### src/rtl/vga_timing_pkg.sv
// Shared 640x480@60 raster constants, counter types and window helpers
// for the VGA timing generator.
package vga_timing_pkg;

    localparam int unsigned CNT_W = 10;
    typedef logic [CNT_W-1:0] coord_t;

    localparam int unsigned DEF_H_DISP   = 640;
    localparam int unsigned DEF_H_FP     = 16;
    localparam int unsigned DEF_H_SYNC   = 96;
    localparam int unsigned DEF_H_BP     = 48;
    localparam int unsigned DEF_V_DISP   = 480;
    localparam int unsigned DEF_V_FP     = 10;
    localparam int unsigned DEF_V_SYNC   = 2;
    localparam int unsigned DEF_V_BP     = 33;
    localparam int unsigned DEF_DIV      = 4;
    localparam bit          DEF_SYNC_POL = 1'b0;

    localparam int unsigned H_TOTAL  = DEF_H_DISP + DEF_H_FP + DEF_H_SYNC + DEF_H_BP;
    localparam int unsigned V_TOTAL  = DEF_V_DISP + DEF_V_FP + DEF_V_SYNC + DEF_V_BP;
    localparam int unsigned HS_START = DEF_H_DISP + DEF_H_FP;
    localparam int unsigned HS_END   = HS_START + DEF_H_SYNC - 1;
    localparam int unsigned VS_START = DEF_V_DISP + DEF_V_FP;
    localparam int unsigned VS_END   = VS_START + DEF_V_SYNC - 1;

    // Inclusive window test used for the sync pulse regions.
    function automatic logic in_window(input coord_t v, input coord_t lo, input coord_t hi);
        return (v >= lo) && (v <= hi);
    endfunction

endpackage

### src/rtl/mod_m_tick.sv
// Free-running modulo-M counter emitting a one-clock tick on its last count;
// reusable wherever a fixed-rate enable is needed.
module mod_m_tick #(
    parameter int unsigned M = 4
) (
    input  logic clk,
    input  logic reset,
    output logic tick
);

    localparam int unsigned W = (M > 1) ? $clog2(M) : 1;
    localparam logic [W-1:0] LAST = W'(M - 1);

    if (M < 2) begin : g_bad_m
        $error("mod_m_tick: M must be at least 2");
    end

    logic [W-1:0] cnt_q;
    logic [W-1:0] cnt_d;

    always_comb begin
        cnt_d = cnt_q + W'(1);
        if (cnt_q == LAST) begin
            cnt_d = '0;
        end
    end

    always_ff @(posedge clk or negedge reset) begin
        if (!reset) begin
            cnt_q <= '0;
        end else begin
            cnt_q <= cnt_d;
        end
    end

    assign tick = (cnt_q == LAST);

endmodule

### src/rtl/vga_sync_gen.sv
// VGA raster timing generator: pixel/line counters advanced by a divided
// pixel tick, registered syncs aligned with the counters, and a frame pulse.
module vga_sync_gen
    import vga_timing_pkg::*;
#(
    parameter int unsigned H_DISP   = DEF_H_DISP,
    parameter int unsigned H_FP     = DEF_H_FP,
    parameter int unsigned H_SYNC   = DEF_H_SYNC,
    parameter int unsigned H_BP     = DEF_H_BP,
    parameter int unsigned V_DISP   = DEF_V_DISP,
    parameter int unsigned V_FP     = DEF_V_FP,
    parameter int unsigned V_SYNC   = DEF_V_SYNC,
    parameter int unsigned V_BP     = DEF_V_BP,
    parameter int unsigned DIV      = DEF_DIV,
    parameter bit          SYNC_POL = DEF_SYNC_POL
) (
    input  logic             clk,
    input  logic             reset,
    output logic             hsync,
    output logic             vsync,
    output logic             video_on,
    output logic             p_tick,
    output logic [CNT_W-1:0] pix_x,
    output logic [CNT_W-1:0] pix_y,
    output logic             frame_tick
);

    localparam int unsigned H_TOT = H_DISP + H_FP + H_SYNC + H_BP;
    localparam int unsigned V_TOT = V_DISP + V_FP + V_SYNC + V_BP;

    localparam coord_t H_LAST = CNT_W'(H_TOT - 1);
    localparam coord_t V_LAST = CNT_W'(V_TOT - 1);
    localparam coord_t H_VIS  = CNT_W'(H_DISP);
    localparam coord_t V_VIS  = CNT_W'(V_DISP);
    localparam coord_t HS_LO  = CNT_W'(H_DISP + H_FP);
    localparam coord_t HS_HI  = CNT_W'(H_DISP + H_FP + H_SYNC - 1);
    localparam coord_t VS_LO  = CNT_W'(V_DISP + V_FP);
    localparam coord_t VS_HI  = CNT_W'(V_DISP + V_FP + V_SYNC - 1);

    if (H_TOT > 1024 || V_TOT > 1024) begin : g_bad_total
        $error("vga_sync_gen: raster totals exceed 10-bit counter range");
    end

    coord_t h_cnt_q, h_cnt_d;
    coord_t v_cnt_q, v_cnt_d;
    logic   hsync_q, hsync_d;
    logic   vsync_q, vsync_d;
    logic   frame_tick_q, frame_tick_d;
    logic   tick;

    mod_m_tick #(
        .M(DIV)
    ) u_pix_tick (
        .clk  (clk),
        .reset(reset),
        .tick (tick)
    );

    // Counter advance; syncs decode the next-state counters so they stay aligned.
    always_comb begin
        h_cnt_d      = h_cnt_q;
        v_cnt_d      = v_cnt_q;
        frame_tick_d = 1'b0;
        if (tick) begin
            if (h_cnt_q == H_LAST) begin
                h_cnt_d = '0;
                if (v_cnt_q == V_LAST) begin
                    v_cnt_d      = '0;
                    frame_tick_d = 1'b1;
                end else begin
                    v_cnt_d = v_cnt_q + CNT_W'(1);
                end
            end else begin
                h_cnt_d = h_cnt_q + CNT_W'(1);
            end
        end
        hsync_d = in_window(h_cnt_d, HS_LO, HS_HI) ? SYNC_POL : !SYNC_POL;
        vsync_d = in_window(v_cnt_d, VS_LO, VS_HI) ? SYNC_POL : !SYNC_POL;
    end

    always_ff @(posedge clk or negedge reset) begin
        if (!reset) begin
            h_cnt_q      <= '0;
            v_cnt_q      <= '0;
            hsync_q      <= !SYNC_POL;
            vsync_q      <= !SYNC_POL;
            frame_tick_q <= 1'b0;
        end else begin
            h_cnt_q      <= h_cnt_d;
            v_cnt_q      <= v_cnt_d;
            hsync_q      <= hsync_d;
            vsync_q      <= vsync_d;
            frame_tick_q <= frame_tick_d;
        end
    end

    assign p_tick     = tick;
    assign pix_x      = h_cnt_q;
    assign pix_y      = v_cnt_q;
    assign hsync      = hsync_q;
    assign vsync      = vsync_q;
    assign frame_tick = frame_tick_q;
    assign video_on   = (h_cnt_q < H_VIS) && (v_cnt_q < V_VIS);

endmodule

### config.mk
export PLATFORM = sky130hd
export DESIGN_NAME = vga_sync_gen
export DESIGN_NICKNAME = d
export VERILOG_FILES = /design/src/rtl/vga_timing_pkg.sv /design/src/rtl/mod_m_tick.sv /design/src/rtl/vga_sync_gen.sv
export SDC_FILE = /design/constraint.sdc
export NUM_CORES = 1
export LEC_CHECK = 0
export BUFFER_PORTS_ARGS = -buffer_cell sky130_fd_sc_hd__buf_2
export CORE_UTILIZATION = 40
export CTS_CLUSTER_SIZE = 12
export DETAILED_ROUTE_END_ITERATION = 10
export HOLD_SLACK_MARGIN = 0.05
export PLACE_DENSITY = 0.64
export SLEW_MARGIN = 0
export SYNTH_ARGS = -nofsm -noshare
export SYNTH_HDL_FRONTEND = slang
export SYNTH_SLANG_ARGS = --single-unit
### constraint.sdc
create_clock -name clk -period 2.2 [get_ports clk]
set_input_delay 0.22 -clock clk [delete_from_list [all_inputs] [get_ports clk]]
set_output_delay 0.22 -clock clk [all_outputs]
set_load 0.005 [all_outputs]
==> metrics.md <==
| Metric | Value |
|---|---|
| Yosys reg bits | 25 |
| Setup violations, final | 0 |
| Post-DP HPWL | roughly 2.1 mm |
| Cell taking the most area after synthesis | dfrtp_1 |
| Number of routed nets with antenna violations | 0 |
| Clk_lat worst skew | roughly 0.31 ns |
| Clock sinks | 25 |
| Final Skew | roughly 0.0027 ns |
| Largest net degree at the start of global routing | 26 |
| Setup CP Type | flop to flop |
| Sequential cell area | 629 sq um |
| Routed length per instance | around 13 um |
| Peak supply drop | 0.156 mV |
| Cts bufs inserted | 3 |
| CTS Buffer Depth | 2 |
| WHS | 0.405 ns |
| Vias in the first global route | 1089 |
| Area growth from synthesis to layout | 17.7% |
| Final setup TNS | 0 ns |
| R2R Setup Slk | 0.18 ns |
| CP arrival | 2.28 ns |
| Req. time, crit path | 2.46 ns |
| Largest cells by area after synthesis | dfrtp_1 (42%), xnor2_1 (4.5%), xor2_1 (4.5%) |
| Htree depth | 1 |
| Critical Path Max Stage Delay | around 0.52 ns |
| Power density cells | between 400 and 500 nW/um^2 |
| Final net count | 181 |
| Post-route setup slack | around 0.18 ns |
| Area share of the largest cell type after synthesis | 0.421 |
| Mapped Area | roughly 1400 sq um |
| Worst Tran Pin Value | 0.582 ns |
| Yosys cell types | 34 |
| Fin. max-slew vios | 0 |
| Met3 wire length | around 120 um |
| CP max FO | 5 |
| ANT cells | 0 |
| Core region area | 3150 sq um |
| Io pins | 27 |
| First-pass GRT wire length | a little under 5 mm |
| # DRC | 0 |
| R2R depth | 6 |
| Die H | about 60 um |
| Tcrit/Tclk final | 0.919 |
| Mux contribution to synthesized area | 0 |
| Setup crit end | vsync |
| Critical-path cell list | ha_1 -> nand3b_1 -> or3_4 -> or4_4 -> nand4_1 -> nand4b_1 |
| Vias per Instance | ~5.3 |
| Hold Fails Final Rpt | 0 |
| Cells after Synth | 144 |
| Simple-gate area share of the yosys netlist | 0.254 |
| Multi-input logic area | approximately 670 sq um |
| Fillers | 312 |
| Mean post-synth cell area | between 9 and 10 sq um |
| Port Buffers | 26 |
| Fmax | approximately 490 MHz |
| Global route total overflow | 0 |
| Crit path time final | roughly 2.0 ns |
| RSZ-0062 raised after global routing | false |
| CTS clk-pin slew, worst paths | 0.13 ns |
| CTS tree | yes |
| Post-Synth Adder-Cell Area | 0.0366 |
| Worst setup EP type | flop |
| Startpoint Class | flop |
| Top sig layer | met4 |
| DRT met1 WL | 1.42 mm |
| P_leak | 0.717 nW |
| Initial DRC count | 69 |
| Worst reg2reg path endpoint | vsync |
| Antenna violations before repair | 0 |
| Drt total wl | 2.85 mm |
| Worst Hold Class | input port to asynchronous set/reset pin |
| Num rows | 20 |
| Worst slack, placed | 0.167 ns |
| Most frequent cells in the layout | buf_2 (26), dfrtp_1 (22), nand2_1 (16) |
| Syn_nets | 150 |
| Gr usage total | 0.180 |
| Slew headroom | 0.608 |
| Max_cap viols | 0 |
| Initial core utilization | 0.433 |
| Largest family of logic cells by synthesized area | simple AND/OR/NAND/NOR gates |
| Sequential fraction of the synthesis area | 0.460 |
| CTS Root Cell | clkbuf_4 |
| Synth Area in Compound Gates | 0.110 |
| Share of cells above drive strength 1 | 0.253 |
| YS warnings | 0 |
| Via Count | 1151 |
| Pre-Repair DR Iteration Count | 4 |
| Die Wd | 60.4 um |
| XOR/XNOR Fraction of Synth Area | 0.0897 |
| Full die area | 3650 sq um |
| Worst R2R Start | pix_x[1] |
| Final RePlAce weighted congestion | 0.849 |
| Most common cell after layout, fill and taps aside | buf_2 |
| Outcome | finished clean |
| Worst Setup SP | pix_x[1] |
| CP max stage cell | or4_4 |
| Met2 routed WL | 1.28 mm |
==> what timing repair did <==
action,4_1_cts,5_1_grt
endpoints found under the setup margin,0,1
endpoints found under the hold margin,23,0
resized for setup,0,2
buffers inserted,0,0
hold buffers,1,0
==> worst max-delay path: cells and delay by family, from the launching register on <==
| family | cells | cell delay (ns) |
|---|---|---|
| adders and majority gates | 1 | 0.22 |
| and+or+nand+nor | 5 | 1.32 |
| DFF | 1 | 0.43 |
==> power by group <==
part | total (mW) | internal, mW | switching (mW)
Combinational | 0.0104 | 0.00178 | 0.00860
Clock | 0.202 | 0.0709 | 0.131
Sequential | 0.460 | 0.460 | 0
Total | 0.672 | 0.532 | 0.139
==> synth_stat cells (all sizes together) <==
cell type  instances
and2               1
a211oi             2
ha                 4
nor3               3
xor2               7
or4                2
xnor2              7
dfrtp             23
nand4bb            1
a32o               1
or3                3
o22ai              2
o21ai              9
o31a               1
nand3              6
nand3b             2
inv                6
a31oi              2
a21oi              3
buf                5
nor2              11
and3               1
nand2             16
nand4b             1
nand2b             3
dfstp              2
o31ai              3
a211o              1
clkbuf             4
nor4               3
nand4              9
==> stage by stage <==
step | util | power [mW] | std cells | area, sq um
3_3_place_gp | 0.496 | 0.478 | 213 | 1570
5_1_grt | 0.510 | 0.710 | 218 | 1610
4_1_cts | 0.508 | 0.678 | 218 | 1600
6_report | 0.510 | 0.672 | 218 | 1610
3_5_place_dp | 0.496 | 0.478 | 213 | 1570
2_1_floorplan | - | 0.468 | 144 | 1370
==> cells by family after synthesis <==
family,Yosys count
simple gates,62
flops,25
compound gates,24
buf+inv,15
xor+xnor,14
fa+ha+maj,4
==> registers in the layout, indices dropped and copies added, names as in the netlist <==
signal            count
pix_y                10
pix_x                10
frame_tick            1
u_pix_tick.cnt_q      2
hsync                 1
vsync                 1
==> routing by layer <==
layer,vias to the layer above,GRT usage
li1,572,-
met1,545,0.247
met2,30,0.283
met3,4,0.0277
met4,0,0.0779
met5,-,0
==> how the worst min path moves through the flow <==
| stage | from | to | cells past startpoint |
|---|---|---|---|
| global route | reset | frame_tick | 2 |
| CTS | reset | frame_tick | 2 |
| global placement | reset | pix_y[8] | 1 |
| detailed placement | reset | pix_y[6] | 1 |
| finish | reset | pix_y[6] | 2 |
| floorplan | reset | frame_tick | 0 |
==> cell type report <==
class / instances / area share
clock buffer: 4 / 0.0163
timing repair buffer: 35 / 0.125
inverter: 6 / 0.0140
tap: 44 / 0.0342
multi-input combinational: 104 / 0.419
sequential: 25 / 0.391
No activity file was read; power rests on OpenSTA's default activity.
